## src/rtl/qr_pkg.sv

```systemverilog
// Shared types and default phase lengths for the word-line sequencer.
// Dead-time phases are controlled by QR_SEQ_DEADTIME_EN.
package qr_pkg;

    typedef enum logic [2:0] {
        ST_IDLE,
        ST_RESET,
        ST_DEAD0,
        ST_DRIVE,
        ST_DEAD1,
        ST_SHARE,
        ST_SENSE
    } qr_seq_state_t;

    localparam int QR_RST_CYCLES = 2;
    localparam int QR_DRV_CYCLES = 4;
    localparam int QR_SHR_CYCLES = 2;

    function automatic int qr_max3(input int a, input int b, input int c);
        int m;
        m = (a > b) ? a : b;
        return (m > c) ? m : c;
    endfunction

endpackage

```

## src/rtl/qr_rowsel_reg.sv

```systemverilog
// Row-select register with true and complement outputs.
// Reset leaves the true side low and the complement side high.
module qr_rowsel_reg #(
    parameter int W = 128
) (
    input  logic         clk,
    input  logic         rst,
    input  logic [W-1:0] d,
    output logic [W-1:0] q,
    output logic [W-1:0] qb
);

    always_ff @(posedge clk) begin
        if (rst) begin
            q  <= '0;
            qb <= '1;
        end else begin
            q  <= d;
            qb <= ~d;
        end
    end

endmodule

```

## src/rtl/qr_wl_sequencer.sv

```systemverilog
// Word-line phase sequencer for the charge-redistribution CIM array.
// Define QR_SEQ_DEADTIME_EN to insert break-before-make DEAD0/DEAD1 phases.
module qr_wl_sequencer
    import qr_pkg::*;
#(
    parameter int SRAM_ROWS  = 128,
    parameter int RST_CYCLES = QR_RST_CYCLES,
    parameter int DRV_CYCLES = QR_DRV_CYCLES,
    parameter int SHR_CYCLES = QR_SHR_CYCLES
) (
    input  logic                 CLK,
    input  logic                 RST,
    input  logic                 IN_VALID,
    output logic                 IN_READY,
    input  logic [SRAM_ROWS-1:0] IN_DATA,
    input  logic [SRAM_ROWS-1:0] IN_MASK,
    input  logic                 IN_NEG,
    output logic [SRAM_ROWS-1:0] VDR_SEL,
    output logic [SRAM_ROWS-1:0] VSS_SEL,
    output logic [SRAM_ROWS-1:0] VRST_SEL,
    output logic [SRAM_ROWS-1:0] VDR_SELB,
    output logic [SRAM_ROWS-1:0] VSS_SELB,
    output logic [SRAM_ROWS-1:0] VRST_SELB,
    output logic                 NF,
    output logic                 NFB,
    output logic                 M2A,
    output logic                 M2AB,
    output logic                 R2A,
    output logic                 R2AB,
    output logic                 PCH,
    output logic                 SAEN,
    output logic                 BUSY,
    output logic                 DONE
);

    localparam int MAXC = qr_max3(RST_CYCLES, DRV_CYCLES, SHR_CYCLES);
    localparam int CW   = $clog2(MAXC + 1);

    qr_seq_state_t state, nxt;
    logic [CW-1:0] cnt;
    logic          fire;

    logic [SRAM_ROWS-1:0] data_q, mask_q;
    logic                 neg_q;

    logic [SRAM_ROWS-1:0] vdr_d, vss_d, vrst_d;
    logic nf_d, m2a_d, r2a_d, pch_d, saen_d, busy_d, done_d;

    assign IN_READY = (state == ST_IDLE) && !RST;
    assign fire     = IN_VALID && IN_READY;

    always_ff @(posedge CLK) begin
        if (RST) begin
            state  <= ST_IDLE;
            cnt    <= '0;
            data_q <= '0;
            mask_q <= '0;
            neg_q  <= 1'b0;
        end else begin
            state <= nxt;
            if (state != nxt) begin
                unique case (nxt)
                    ST_RESET: cnt <= CW'(RST_CYCLES - 1);
                    ST_DRIVE: cnt <= CW'(DRV_CYCLES - 1);
                    ST_SHARE: cnt <= CW'(SHR_CYCLES - 1);
                    default:  cnt <= '0;
                endcase
            end else if (cnt != '0) begin
                cnt <= cnt - 1'b1;
            end
            if (fire) begin
                data_q <= IN_DATA;
                mask_q <= IN_MASK;
                neg_q  <= IN_NEG;
            end
        end
    end

    always_comb begin
        nxt = state;
        unique case (state)
            ST_IDLE:  if (fire) nxt = ST_RESET;
`ifdef QR_SEQ_DEADTIME_EN
            ST_RESET: if (cnt == '0) nxt = ST_DEAD0;
            ST_DRIVE: if (cnt == '0) nxt = ST_DEAD1;
`else
            ST_RESET: if (cnt == '0) nxt = ST_DRIVE;
            ST_DRIVE: if (cnt == '0) nxt = ST_SHARE;
`endif
            ST_DEAD0: nxt = ST_DRIVE;
            ST_DEAD1: nxt = ST_SHARE;
            ST_SHARE: if (cnt == '0) nxt = ST_SENSE;
            ST_SENSE: nxt = ST_IDLE;
            default:  nxt = ST_IDLE;
        endcase
    end

    // Decode the upcoming state so outputs switch on the same edge as state.
    always_comb begin
        vdr_d  = '0;
        vss_d  = '0;
        vrst_d = '0;
        nf_d   = 1'b0;
        m2a_d  = 1'b0;
        r2a_d  = 1'b0;
        pch_d  = 1'b0;
        saen_d = 1'b0;
        busy_d = (nxt != ST_IDLE);
        done_d = (state == ST_SENSE) && (nxt == ST_IDLE);
        unique case (nxt)
            ST_RESET: begin
                vrst_d = '1;
                pch_d  = 1'b1;
            end
            ST_DRIVE: begin
                vdr_d = data_q & mask_q;
                vss_d = ~data_q & mask_q;
                nf_d  = neg_q;
            end
            ST_SHARE: begin
                m2a_d = 1'b1;
                r2a_d = 1'b1;
            end
            ST_SENSE: saen_d = 1'b1;
            default: ;
        endcase
    end

    always_ff @(posedge CLK) begin
        if (RST) begin
            NF   <= 1'b0;
            NFB  <= 1'b1;
            M2A  <= 1'b0;
            M2AB <= 1'b1;
            R2A  <= 1'b0;
            R2AB <= 1'b1;
            PCH  <= 1'b0;
            SAEN <= 1'b0;
            BUSY <= 1'b0;
            DONE <= 1'b0;
        end else begin
            NF   <= nf_d;
            NFB  <= ~nf_d;
            M2A  <= m2a_d;
            M2AB <= ~m2a_d;
            R2A  <= r2a_d;
            R2AB <= ~r2a_d;
            PCH  <= pch_d;
            SAEN <= saen_d;
            BUSY <= busy_d;
            DONE <= done_d;
        end
    end

    qr_rowsel_reg #(.W(SRAM_ROWS)) u_vdr (
        .clk (CLK),
        .rst (RST),
        .d   (vdr_d),
        .q   (VDR_SEL),
        .qb  (VDR_SELB)
    );

    qr_rowsel_reg #(.W(SRAM_ROWS)) u_vss (
        .clk (CLK),
        .rst (RST),
        .d   (vss_d),
        .q   (VSS_SEL),
        .qb  (VSS_SELB)
    );

    qr_rowsel_reg #(.W(SRAM_ROWS)) u_vrst (
        .clk (CLK),
        .rst (RST),
        .d   (vrst_d),
        .q   (VRST_SEL),
        .qb  (VRST_SELB)
    );

endmodule

```

## config.mk

```make
export PLATFORM = sky130hd
export DESIGN_NAME = qr_wl_sequencer
export DESIGN_NICKNAME = d
export VERILOG_FILES = /design/src/rtl/qr_pkg.sv /design/src/rtl/qr_rowsel_reg.sv /design/src/rtl/qr_wl_sequencer.sv
export SDC_FILE = /design/constraint.sdc
export NUM_CORES = 1
export LEC_CHECK = 0
export BUFFER_PORTS_ARGS = -buffer_cell sky130_fd_sc_hd__buf_2
export CORE_AREA = 5 5 397 399
export DETAILED_ROUTE_END_ITERATION = 8
export DIE_AREA = 0 0 402 404
export PLACE_DENSITY = 0.34
export SYNTH_ARGS = -nofsm -noshare
export SYNTH_HDL_FRONTEND = slang
export SYNTH_SLANG_ARGS = --single-unit
```

## constraint.sdc

```tcl
create_clock -name CLK -period 4.8 [get_ports CLK]
set_clock_uncertainty 0.2 [all_clocks]
set_input_delay 0.72 -clock CLK [delete_from_list [all_inputs] [get_ports CLK]]
set_output_delay 0.72 -clock CLK [all_outputs]
set_load 0.02 [all_outputs]
```

---- Word level (Yosys, flattened, before mapping) ----
Index checks and enable logic that the tools add are counted.
storage, ports and cells
  register bits after elaboration ......... 1039
  output and inout bits ................... 779
cells by class
  $add $sub $neg .......................... 1
  equality and inequality tests ........... 11
  mux-type cells .......................... 15
  bitwise operators ....................... 8
  reductions and logical operators ........ 11
operators with widths
  operator                                                                number
  128-bit NOT                                                             4
  128-bit two-way mux                                                     3
  128-bit AND                                                             2
  3-bit two-way mux                                                       6
  3-bit one-hot mux with 6 select lines                                   1
  3-bit equality test (second input constant)                             5
  3-bit by 2-bit equality test with 1-bit output (second input constant)  3
  3-bit logical NOT                                                       3
  3-bit by 1-bit equality test with 1-bit output (second input constant)  2
  3-bit nonzero test                                                      2
  1-bit two-way mux                                                       4
  2-bit one-hot mux with 2 select lines                                   1
  1-bit logical AND                                                       3
  3-bit inequality test                                                   1
  3-bit by 1-bit subtractor with 3-bit output (second input constant)     1
  1-bit NOT                                                               2
  2-bit nonzero test                                                      1
  2-bit OR reduction                                                      1
  1-bit logical NOT                                                       1

---- Logic depth before layout (Yosys ltp) ----
  depth in word-level cells ............... 9
  depth in mapped cells ................... 9

---- By module ----
A second synthesis with hierarchy kept.
unflattened totals
  cell total of the unflattened synthesis .. 3298
  area, all modules ....................... 33432.1 µm²
by module, submodules not included
  module           instances  cells an instance  area an instance (µm²)  seq. area each (µm²)
  qr_rowsel_reg    3          540                6849.1                  5124.9
  qr_wl_sequencer  1          1678               12884.9                 5425.2

---- Worst setup path after synthesis ----
No wires, ideal clock.
  kind .................................... reg2out
  from .................................... register u_vrst.q[126] (netlist name)
  to ...................................... output port VRST_SEL[0]
  arrival ................................. 2.903 ns
  required time ........................... 3.880 ns
  slack ................................... 0.977 ns
  cell stages (with the launch flop) ...... 2
  path buffers ............................ 1
  cell sequence ........................... dfxtp_1 > buf_4
RTL lines
  what              RTL line               text
  end: declaration  qr_wl_sequencer.sv:20  output logic [SRAM_ROWS-1:0] VRST_SEL,

==> summary.log <==
[clock_tree] buffers from clock root to sink, at most 3
[place] # placed instances 5,241
[global_routing] largest net degree at the start of global routing 137
[sta] Total Neg Setup Slack 0 ps
[job] max capacitance violation total 0
[route] routed vias 20,400
[clock_tree] quantity of gates resized following cts 0
[layout] number of standard cells in the layout, taps in and fillers out 5,587
[floorplanning] Boundary Pins 1,039
[power] VDD IR-drop max 0.000451 V
[layout] cell area after layout 35,800 µm²
[synthesis] flip-flop and latch count after synthesis 784
[layout] leading cell types in the layout, fill and taps excluded buf_2 (1,037), dfxtp_1 (782), nand2_1 (519)
[setup_path] Worst R2R Setup Slack 1960 ps
[sta] final hold viol count 0
[setup_path] type of the worst setup path register to primary output
[layout] total of fill cells in the finished design 17,100
[route] antenna violation net count after detailed routing 0
[route] vias per std cell 3.66
[setup_path] cell depth of the worst flop-to-flop path 7
[sta] crit path time final 2900 ps
[setup_path] Worst path max stage delay 920 ps
[layout] nets 3,724
[clock_tree] CTS clk-pin slew, worst paths 60 ps
[global_routing] Overall Global Routing Usage 0.124
[clock_tree] buffers inserted by post-CTS timing repair 0
[synthesis] count of yosys warnings during synthesis 0
[hold_path] endpoint of the worst hold path data_q[55]
[synthesis] combined area of all synthesized cells 25,300 µm²
[setup_path] Critical Path Source Type register
[layout] Register Area 15,700 µm²
[place] # port buffers 1,038
[setup_path] buffer and inverter count on the worst path 1
[sta] transition time at the pin with the least slew margin 1040 ps
[hold_path] launch instance of the worst min-delay path IN_DATA[55]
[floorplanning] initial core utilization 0.165
[floorplanning] standard-cell rows 144
[route] WL per Instance 18.9 µm
[setup_path] data required time at the worst endpoint 3880 ps
[setup_path] peak fanout along the critical path 129
[synthesis] number of distinct library cell variants in the gate-level netlist after synthesis 34
[place] total placed instance area 30,900 µm²
[sta] Max transition margin 0.304
[floorplanning] Die ar. 162,000 µm²
[route] Iteration-0 DRC Markers 788
[floorplanning] width of the die 402 µm
[outcome] result of the run complete, no violations
[floorplanning] core area 154,000 µm²
[clock_tree] number of CTS-inserted buffers 93
[sta] total of endpoints with negative setup slack in the final report 0
[place] detailed placer's ending HPWL 78.1 mm
[setup_path] ordered list of cells on the worst path buf_2
[global_routing] number of global-route vias before repair 20,700
[global_routing] remaining global-route overflow 0
[layout] fraction of layout instances using a drive strength above 1 0.355
[setup_path] kind of end point of the critical path primary output
[clock_tree] TritonCTS clock tree done
[synthesis] synthesized net count 2,783
[hold_path] number of stages on the worst hold path 3
[clock_tree] library cell used as clock root buffer clkbuf_16
[sta] RSZ-0062 raised after global routing no
[clock_tree] clock latency of the later-clocked register in the worst-skew pair 700 ps
[route] drc violations 0
[place] Placer Congestion 0.750
[global_routing] global-route wire length before repair 148 mm
[route] number of search-and-repair iterations in the first detailed-routing pass 5
[clock_tree] number of clock sinks 784
[layout] utilization of the core after routing 0.233
[setup_path] critical path arrival 1980 ps
[sta] Achievable Freq 0.344 GHz
[setup_path] largest delay contributor family on the critical path flip-flops
[layout] most frequent standard cell in the layout excluding fill and tap cells buf_2
[power] Pwr Density 491 nW/µm²
[synthesis] Mean Syn Cell Area 10.1 µm²
[power] total leakage power 14.8 nW
[setup_path] reg-to-reg critical path endpoint u_vss.q[82]
[hold_path] Hold Crit Class primary input to register
[global_routing] initial antenna violation count 10
[sta] final count of pins violating max slew 0
[synthesis] Mapped Cells 2,521
[floorplanning] y dimension of the die 404 µm
[route] post-detailed-routing wire length 105 mm
[sta] Min Hold Slack 83.5 ps
[setup_path] CP max-delay cell dfxtp_4
[clock_tree] H-tree lvl count 3
[layout] combined area of the multi-input logic cells 7000 µm²
[setup_path] worst r2r src cnt[1]
[clock_tree] CTS hold repair buffers 170
[synthesis] register area share after synthesis 0.619
[layout] area growth from synthesis to layout 41.2%
[sta] post-route fraction of the period consumed by the critical path 0.605
-- cells in the mapped netlist (all sizes together) --
library cell,n,area share
dfxtp,784,0.62
nand2,520,0.077
buf,340,0.095
a21oi,261,0.052
and3,130,0.032
nand3,128,0.025
nand3b,128,0.038
nor3b,128,0.042
clkbuf,63,0.0093
inv,6,0.00089
nor2,6,0.0012
nand2b,4,0.0013
mux2i,3,0.0013
nor3,3,0.00059
and2,2,0.00049
ha,2,0.00099
nor4,2,0.00074
or2,2,0.00049
a2111oi,1,0.00035
and3b,1,0.00035
and4,1,0.00035
nor2b,1,0.00025
o211a,1,0.00039
o21ai,1,0.00020
o221ai,1,0.00035
or3,1,0.00025
xnor2,1,0.00035
-- worst max-delay path by stage --
stage | slack (ps) | start | depth (start not counted) | to
2_1_floorplan | 980 | u_vrst.q[126] | 1 | VRST_SEL[0]
4_1_cts | 1760 | u_vrst.q[126] | 1 | VRST_SEL[68]
5_1_grt | 1630 | u_vrst.q[126] | 1 | VRST_SEL[92]
3_5_place_dp | 1640 | RST | 6 | data_q[43]
6_report | 1900 | u_vrst.q[126] | 1 | VRST_SEL[95]
3_3_place_gp | 1740 | RST | 6 | mask_q[73]
-- layout make-up --
cell class,count,share of cell area
clock buffers,136,0.0752
flip-flops and latches,784,0.439
inverters,6,0.000629
well taps,2044,0.0715
clock inverters,31,0.0122
multi-input cells,1328,0.195
diodes,9,0.000629
repair buffers,1249,0.206
-- power breakdown --
part           switching [mW]  leakage, nW  internal [mW]
Combinational            2.22         6.88          0.997
Sequential              0.377         6.35           6.76
Clock                    2.98         1.53           4.24
Total                    5.58         14.8           12.0
-- per-stage QoR --
| stage | setup slack, ps | power [mW] |
|---|---|---|
| floorplan | 977 | 10.1 |
| finish | 1900 | 17.6 |
| global route | 1630 | 18.5 |
| detailed placement | 1640 | 10.5 |
| CTS | 1760 | 18.0 |
| global placement | 1740 | 10.5 |
-- state kept, by name, summed over array words and instances, names as in the netlist, 3 cells and up --
| name | cells |
|---|---|
| state | 3 |
| u_vdr.qb | 128 |
| cnt | 3 |
| mask_q | 128 |
| u_vss.q | 128 |
| u_vdr.q | 128 |
| u_vss.qb | 128 |
| data_q | 128 |
-- kinds of logic (layout without fill, tap and decap cells) --
family / after synthesis / after routing / synth area share
adders and majority gates: 2 / 2 / 0.000987
DFF: 784 / 784 / 0.619
AOI/OAI and AO/OA: 265 / 265 / 0.0528
buffers and inverters: 409 / 1422 / 0.105
muxes: 3 / 3 / 0.00133
xor gates and xnor gates: 1 / 1 / 0.000346
and+or+nand+nor: 1057 / 1057 / 0.220
other: 0 / 9 / 0
-- metal layers --
metal,global-route usage,share of wire,up-vias
li1,-,-,9987
met1,0.148,0.41,9487
met2,0.211,0.48,796
met3,0.0346,0.070,152
met4,0.0486,0.035,2
met5,0,0.000085,-
(Power assumes the default switching activity.)
